### src/rtl/tree_mult_pkg.sv
// Shared sizing helpers for the pipelined adder-tree multiplier.
// Latency: n/a (compile-time functions only).
// Backpressure: n/a.
package tree_mult_pkg;

    // Operand width limits the tree is meant to be built for.
    localparam int TM_MIN_WIDTH = 2;
    localparam int TM_MAX_WIDTH = 32;

    // Ceiling log2; tm_clog2(1) = 0, tm_clog2(8) = 3, tm_clog2(12) = 4.
    function automatic int tm_clog2(input int value);
        int r;
        r = 0;
        while ((1 << r) < value) begin
            r = r + 1;
        end
        return r;
    endfunction

    // Number of pairwise adder levels needed to reduce n partial products.
    function automatic int tm_levels(input int n);
        return tm_clog2(n);
    endfunction

    // Edges from acceptance to a valid product: partial-product bank plus one bank per level.
    function automatic int tm_lat(input int n);
        return tm_clog2(n) + 1;
    endfunction

endpackage

### src/rtl/tree_mult_level.sv
// One adder-tree level: sums NIN terms pairwise into NIN/2 registered terms.
// Latency: 1 cycle from in_dat_i to out_dat_o.
// Backpressure: data and valid load only when adv_i is high, otherwise the bank holds.
module tree_mult_level
    import tree_mult_pkg::*;
#(
    parameter int W   = 16,
    parameter int NIN = 2
) (
    input  logic                    clk,
    input  logic                    rst_n,
    input  logic                    adv_i,
    input  logic                    in_vld_i,
    input  logic [NIN*W-1:0]        in_dat_i,
    output logic                    out_vld_o,
    output logic [(NIN/2)*W-1:0]    out_dat_o
);

    localparam int NOUT = NIN / 2;

    logic [NOUT*W-1:0] dat_d;
    logic [NOUT*W-1:0] dat_q;
    logic              vld_q;

    // Pairwise sums in W bits; carries out of the top bit are intentionally dropped.
    always_comb begin
        dat_d = '0;
        for (int j = 0; j < NOUT; j++) begin
            dat_d[j*W +: W] = in_dat_i[(2*j)*W +: W] + in_dat_i[(2*j+1)*W +: W];
        end
    end

    // Register bank with its travelling valid bit; frozen while the pipe is stalled.
    always_ff @(posedge clk) begin
        if (!rst_n) begin
            vld_q <= 1'b0;
            dat_q <= '0;
        end else if (adv_i) begin
            vld_q <= in_vld_i;
            dat_q <= dat_d;
        end
    end

    assign out_vld_o = vld_q;
    assign out_dat_o = dat_q;

endmodule

### src/rtl/param_tree_multiplier.sv
// Pipelined N x N -> 2N multiplier: input stage, partial-product bank, clog2(N) adder levels.
// Latency: LAT = clog2(N)+1 edges from acceptance to out_valid; one operation per cycle.
// Backpressure: whole pipe advances on out_ready || !out_valid; in_ready mirrors that enable.
// Optional MULT_SIGNED_EN adds a signed_mode port for per-operation two's-complement multiply.
module param_tree_multiplier
    import tree_mult_pkg::*;
#(
    parameter int DATA_WIDTH = 8
) (
    input  logic                      clk,
    input  logic                      rst_n,
    input  logic                      in_valid,
    output logic                      in_ready,
    input  logic [DATA_WIDTH-1:0]     a_in,
    input  logic [DATA_WIDTH-1:0]     b_in,
`ifdef MULT_SIGNED_EN
    input  logic                      signed_mode,
`endif
    output logic [2*DATA_WIDTH-1:0]   p_out,
    output logic                      out_valid,
    input  logic                      out_ready,
    output logic                      busy
);

    localparam int W      = 2 * DATA_WIDTH;
    localparam int LEVELS = tm_levels(DATA_WIDTH);
    localparam int NT     = 1 << LEVELS;

    // Single advance enable shared by every stage.
    logic adv;

    // Input stage.
    logic                  in_vld_q;
    logic [DATA_WIDTH-1:0] a_q;
    logic [DATA_WIDTH-1:0] b_q;
`ifdef MULT_SIGNED_EN
    logic                  sgn_q;
`endif

    // Partial-product stage, NT terms of W bits (terms at index >= N are always zero).
    logic [W-1:0]          a_ext;
    logic [NT*W-1:0]       pp_d;
    logic [NT*W-1:0]       pp_q;
    logic                  pp_vld_q;

    // Valid bit out of each adder level; the last one is the output stage.
    logic [LEVELS-1:0]     lvl_vld;

    assign adv      = out_ready || !out_valid;
    assign in_ready = adv;

    // Capture an operand pair on acceptance; a cycle without in_valid shifts in a bubble.
    always_ff @(posedge clk) begin
        if (!rst_n) begin
            in_vld_q <= 1'b0;
            a_q      <= '0;
            b_q      <= '0;
`ifdef MULT_SIGNED_EN
            sgn_q    <= 1'b0;
`endif
        end else if (adv) begin
            in_vld_q <= in_valid;
            if (in_valid) begin
                a_q   <= a_in;
                b_q   <= b_in;
`ifdef MULT_SIGNED_EN
                sgn_q <= signed_mode;
`endif
            end
        end
    end

    // Widen A to 2N bits: sign-extended for signed operations, zero-extended otherwise.
    always_comb begin
        a_ext = {{DATA_WIDTH{1'b0}}, a_q};
`ifdef MULT_SIGNED_EN
        if (sgn_q) begin
            a_ext = {{DATA_WIDTH{a_q[DATA_WIDTH-1]}}, a_q};
        end
`endif
    end

    // Shifted partial products; in signed mode the top multiplier bit carries negative weight.
    always_comb begin
        pp_d = '0;
        for (int i = 0; i < DATA_WIDTH; i++) begin
            if (b_q[i]) begin
                pp_d[i*W +: W] = a_ext << i;
            end
        end
`ifdef MULT_SIGNED_EN
        if (sgn_q && b_q[DATA_WIDTH-1]) begin
            pp_d[(DATA_WIDTH-1)*W +: W] = -(a_ext << (DATA_WIDTH-1));
        end
`endif
    end

    // Partial-product register bank feeding the first adder level.
    always_ff @(posedge clk) begin
        if (!rst_n) begin
            pp_vld_q <= 1'b0;
            pp_q     <= '0;
        end else if (adv) begin
            pp_vld_q <= in_vld_q;
            pp_q     <= pp_d;
        end
    end

    // Adder tree: level l reduces NT>>l terms to NT>>(l+1) terms.
    for (genvar l = 0; l < LEVELS; l++) begin : g_lvl
        localparam int NIN = NT >> l;
        logic [(NIN/2)*W-1:0] dat;

        if (l == 0) begin : g_first
            tree_mult_level #(
                .W   (W),
                .NIN (NIN)
            ) u_level (
                .clk       (clk),
                .rst_n     (rst_n),
                .adv_i     (adv),
                .in_vld_i  (pp_vld_q),
                .in_dat_i  (pp_q),
                .out_vld_o (lvl_vld[l]),
                .out_dat_o (dat)
            );
        end else begin : g_next
            tree_mult_level #(
                .W   (W),
                .NIN (NIN)
            ) u_level (
                .clk       (clk),
                .rst_n     (rst_n),
                .adv_i     (adv),
                .in_vld_i  (lvl_vld[l-1]),
                .in_dat_i  (g_lvl[l-1].dat),
                .out_vld_o (lvl_vld[l]),
                .out_dat_o (dat)
            );
        end
    end

    // The last level's bank is the output stage.
    assign p_out     = g_lvl[LEVELS-1].dat;
    assign out_valid = lvl_vld[LEVELS-1];
    assign busy      = in_vld_q || pp_vld_q || (|lvl_vld);

endmodule

### config.mk
export PLATFORM = sky130hd
export DESIGN_NAME = param_tree_multiplier
export DESIGN_NICKNAME = d
export VERILOG_FILES = /design/src/rtl/tree_mult_pkg.sv /design/src/rtl/tree_mult_level.sv /design/src/rtl/param_tree_multiplier.sv
export SDC_FILE = /design/constraint.sdc
export NUM_CORES = 1
export LEC_CHECK = 0
export BUFFER_PORTS_ARGS = -buffer_cell sky130_fd_sc_hd__buf_2
export CAP_MARGIN = 20
export CORE_MARGIN = 2
export CORE_UTILIZATION = 55
export DETAILED_ROUTE_END_ITERATION = 16
export GPL_ROUTABILITY_DRIVEN = 0
export PLACE_DENSITY = 0.86
export SETUP_SLACK_MARGIN = 0.4
export SYNTH_ARGS = -nofsm -noshare
export SYNTH_HDL_FRONTEND = slang
export SYNTH_HIERARCHICAL = 1
export SYNTH_SLANG_ARGS = --single-unit
### constraint.sdc
create_clock -name clk -period 2.3 [get_ports clk]
set_clock_uncertainty 0.15 [all_clocks]
set_input_delay 0.69 -clock clk [delete_from_list [all_inputs] [get_ports clk]]
set_output_delay 0.69 -clock clk [all_outputs]
set_load 0.02 [all_outputs]
Word-level counts from Yosys, hierarchy flattened

Cells that the tools add are included.

Register bits: 261
Latch bits: 0
Bits in writable memories: 0
Bits in read-only memories: 0
Input bits: 20
Word-level logic and storage cells: 32
Memories kept: 0

Add/sub/neg operators: 7
$mul: 0
Divide/modulo/power cells: 0
Order comparisons: 0
Equality and inequality tests: 0
Shift operators: 0
Mux-type cells: 8
Bitwise logic cells: 0
Reduce and logical (&&, ||, !) cells: 6

Operators with widths:

| kind                | number |
|---|---|
| adder 16 bit        | 7 |
| two-way mux 15 bit  | 1 |
| two-way mux 14 bit  | 1 |
| two-way mux 13 bit  | 1 |
| two-way mux 12 bit  | 1 |
| two-way mux 11 bit  | 1 |
| two-way mux 10 bit  | 1 |
| two-way mux 9 bit   | 1 |
| two-way mux 8 bit   | 1 |
| logical OR 1 bit    | 3 |
| OR reduction 3 bit  | 1 |
| AND reduction 2 bit | 1 |
| zero test 1 bit     | 1 |

Longest topological paths before layout

Word-level depth: 3
Gate-level depth with buffers: 10
Mapped depth without buffers: 8

Modules after synthesis

Netlist, hierarchy kept.

Modules (own cells, without submodules):

| module                                      | instances | cells an instance | area each (um^2) | sequential area each (um^2) |
|---|---|---|---|---|
| tree_mult_level at g_lvl[0].g_first.u_level | 1         | 605               | 5064.9           | 1301.2 |
| param_tree_multiplier                       | 1         | 376               | 3285.7           | 1641.6 |
| tree_mult_level at g_lvl[1].g_next.u_level  | 1         | 317               | 2671.3           | 660.6 |
| tree_mult_level at g_lvl[2].g_next.u_level  | 1         | 155               | 1363.8           | 340.3 |

Least setup slack after synthesis

Ideal clock, no wire load.

Path kind: input to register
Start: input port out_ready
End: register g_lvl[0].g_first.u_level.dat_q[18]
Library setup time: 116 ps
Arrival time: 2238 ps
Required time: 2034 ps
Setup slack: -204 ps
Cell stages on the path: 8
Path buffers: 4
Cell sequence: nor2b_4 > inv_4 > buf_2 > clkbuf_1 > buf_1 > clkbuf_1 > nand2_1 > o211a_1

Longest elaborated chain between the ends: 1

RTL lines:

| item                   | RTL line                    | text |
|---|---|---|
| start: declaration     | param_tree_multiplier.sv:21 | `input logic out_ready,` |
| logical OR 1 bit       | param_tree_multiplier.sv:49 | `assign adv = out_ready \|\| !out_valid;` |
| via in_ready           | param_tree_multiplier.sv:13 | `output logic in_ready,` |
| end signal: assignment | tree_mult_level.sv:40       | `dat_q <= dat_d;` |
| end: declaration       | tree_mult_level.sv:22       | `logic [NOUT*W-1:0] dat_q;` |

The timed path passes the listed nets, and every way through them passes these cells.
A chain may end at the register's enable or synchronous reset.

Worst setup path in the final report

Start: register g_lvl[0].g_first.u_level.dat_q[32]
End: register g_lvl[1].g_next.u_level.dat_q[26]

Longest elaborated chain between the ends: 1

RTL lines:

| item                   | RTL line              | text |
|---|---|---|
| adder 16 bit           | tree_mult_level.sv:29 | `dat_d[j*W +: W] = in_dat_i[(2*j)*W +: W] + in_dat_i[(2*j+1)*W +: W];` |
| end signal: assignment | tree_mult_level.sv:40 |  |
| end: declaration       | tree_mult_level.sv:22 |  |

Every way passes these cells.

==> results.ini <==
[cts]
path_clk_slew_ns = 0.08
clkLatencyLatePin_ns = 0.45
clock_sinks = 197
clk_path_buf_depth = 2
cts_made_buffers = 17
htreeDepth = 4
root_buffer = clkbuf_16
ctsHoldBuffers = 0
cts_tree = done

[global_route]
grt_pass1_vias = 10888
antenna_found_initial = 1
track_usage_pct = 26.52
grt_pass1_wl_um = 51790
grt_max_degree = 78
grt_overflow = 0

[finish]
finalNetCount = 1712
post-route-util_pct = 70.46
fillCellCount = 1507
layout.cells.non_filler = 1873
antenna_cells = 0
seq_area_um2 = 4024
drive_above_1_share_pct = 23.29
multi_input_area_um2 = 9371
syn_to_final_growth_pct = 24.92

[setup_path]
worst_ep_required_time_ns = 2.48
crit_fanout = 3
end_kind = flop
critPathArrivalTime_ns = 2.54
start_kind = flop
path_class = reg -> reg

[power]
p_clk_share_pct = 36.0
p_leak_nw = 6.677
p_total_mw = 8.784
switching_share_pct = 30.18
vdd_drop_max_mv = 0.5257
switchingPower_mw = 2.651
pwr-share-seq_pct = 43.6
p_int_mw = 6.133
power_frac_comb_pct = 20.3
power.density_nw_per_um2 = 567.7

[place]
dp_hpwl_um = 21340
dp_cells = 1785
port-buffer-count = 38

[routing]
ant_nets = 0
drc = 0
dr.first_iter.drc_count = 1061
firstDrtPassIters = 6
wl_um = 36530
via_per_inst = 6.301
vias = 11801
avgRoutedWirePerCell_um = 19.50

[run_status]
violations = setup timing
status = complete, but fails checks

[sta]
maxSlewHeadroom_pct = 63.51
final-max-slew-violation-count = 0
setup_tns_ns = -0.05851
finalWorstPathRequiredPeriod_ns = 2.354
setup_ws_ns = -0.05425
hold_viol = 0
fmax_ghz = 0.4248
hold-worst-slack_ns = 0.3082
setup_violations = 2
grt_setup_unrepaired = true
period_share_pct = 102.4
max_slew.worst_pin.slew_ns = 0.5466

[flow_run]
cap_violations = 0

[yosys]
synthCells = 1453
syn_avg_cell_area_um2 = 8.524
synth_area_um2 = 12390
synth_xor_area_share_pct = 4.809
yosysWarningCount = 6
ys.flop_type = dfxtp_1
synth_fa_ha_area_share_pct = 11.74
synth.area.mux_share_pct = 4.940
synth-seq-cells = 197
synth_top_family_by_area = compound AO/OA/AOI/OAI gates
synth_edf_count = 0
ys_types = 81
yosysSeqAreaShare_pct = 31.84
async_reset_ff_share_pct = 0
yosys.area_share.simple_pct = 19.22
synth_compound_area_share_pct = 23.14

[floorplanning]
start_util_pct = 56.40
die-area_um2 = 23740
die_x_um = 154.1
rows = 54
core_area_um2 = 21960
die_h_um = 154.1
io-pin-count = 39

[min_path]
hp-class = reg -> reg

## cells in the mapped netlist (all sizes together), types with 4 or more instances
cell	count	share of area, %
a21o	37	2.3
o31a	7	0.50
buf	43	2.2
nor3b	4	0.24
a31oi	6	0.30
nor2	50	1.5
o22ai	6	0.30
fa	7	1.1
or2	4	0.20
inv	26	0.81
o21ai	83	3.4
or3	10	0.51
o2111ai	5	0.35
o211ai	12	0.73
dfxtp	197	32
a21oi	84	3.5
a211o	6	0.42
ha	105	11
and2	10	0.51
a32o	4	0.32
a21boi	70	4.2
mux2i	60	4.8
xnor2	45	3.2
nor3	17	0.69
nand2	186	5.7
nand2b	6	0.30
clkbuf	43	1.3
a211oi	21	1.4
nand3b	10	0.61
nand4	19	0.96
and3	7	0.35
o21a	11	0.67
xor2	23	1.6
nand3	97	3.9
o211a	11	0.89
nor2b	53	2.8
o21bai	13	0.79
o31ai	8	0.53
## metrics by stage
| stage | instance area, um2 | setup slack [ns] |
|---|---|---|
| global placement | 13270 | 0.08413 |
| finish | 15470 | -0.05425 |
| detailed placement | 13270 | 0.05354 |
| floorplan | 13050 | 0.1497 |
| global route | 15470 | -0.08348 |
| CTS | 14580 | 0.06007 |
## final cells by class
class	count	share of cell area, %
timing repair buffer	125	6.510
tap	280	2.264
inverter	26	0.6793
sequential	197	26.01
multi-input combinational	1213	60.57
clock inverter	12	1.019
clock buffer	20	2.952
## power groups by stage
stage	Combinational, mW	Clock, mW	Sequential, mW
2_1_floorplan	1.09	0	3.83
3_3_place_gp	1.31	0	3.86
3_5_place_dp	1.34	0	3.87
4_1_cts	1.43	3.15	3.81
5_1_grt	1.91	3.32	3.86
6_report	1.78	3.17	3.83
## cell families (layout without fill, tap and decap cells)
family / Yosys count / in the layout
mux: 61 / 61
compound gates: 415 / 415
buf+inv: 112 / 183
xor+xnor: 68 / 68
flops: 197 / 197
fa+ha+maj: 112 / 112
other cells: 1 / 70
simple gates: 487 / 487
## worst max-delay path: stages, from the launching register on
cell,delay [ns]
dfxtp_2,0.35
ha_4,0.17
fa_2,0.37
a21oi_4,0.20
o22ai_4,0.12
o2111ai_2,0.20
a21boi_1,0.10
or3_1,0.32
a32o_1,0.26
## metal layers
metal  up-vias  GRT usage, %  wire [um]  part of all wire (%)
li1       5461             -          -                     -
met1      5660         32.60      14730                    40
met2       531         44.61      17560                    48
met3       147         5.552       2622                   7.2
met4         2         12.24       1593                   4.4
met5         -             0         13                 0.036
## cells in the final DEF, fill, tap and decap left out, drive strengths merged, types with 10 or more instances in the layout
cell type / instances
dfxtp: 197
nor2b: 53
a21o: 37
buf: 124
o21a: 11
ha: 105
xor2: 23
xnor2: 45
nor2: 50
nand3: 97
nand3b: 10
o21ai: 83
a21boi: 70
conb: 70
o211ai: 12
nand2: 186
nor3: 17
nand4: 19
a211oi: 21
o21bai: 13
a21oi: 84
and2: 10
mux2i: 60
clkbuf: 21
or3: 10
inv: 33
o211a: 11
## state kept, by name, summed over array words and instances, names as in the netlist
| signal | cells |
|---|---|
| pp_vld_q | 1 |
| in_vld_q | 1 |
| g_lvl.g_first.u_level/out_vld_o | 1 |
| b_q | 8 |
| g_lvl.g_next.u_level/out_vld_o | 2 |
| g_lvl.g_first.u_level/out_dat_o | 64 |
| a_q | 8 |
| pp_q | 64 |
| g_lvl.g_next.u_level/out_dat_o | 48 |
## final timing paths
kind                                                             start                                    end  slack, ns  cells past startpoint
worst max-delay path            g_lvl[0].g_first.u_level/out_dat_o[32]  g_lvl[1].g_next.u_level/out_dat_o[26]      -0.05                      8
worst min-delay path              g_lvl[2].g_next.u_level/out_dat_o[9]   g_lvl[2].g_next.u_level/out_dat_o[9]       0.31                      2
worst max register to register  g_lvl[0].g_first.u_level/out_dat_o[32]  g_lvl[1].g_next.u_level/out_dat_o[26]      -0.05                      8
worst min register to register    g_lvl[2].g_next.u_level/out_dat_o[9]   g_lvl[2].g_next.u_level/out_dat_o[9]       0.31                      2
## what timing repair did
action                                  4_1_cts  5_1_grt
pin swaps                                    61       78
gates resized for setup                     111      137
cloned                                        0        1
endpoints found under the setup margin       52       78
buffers inserted                             30       25
(Power assumes the default switching activity.)
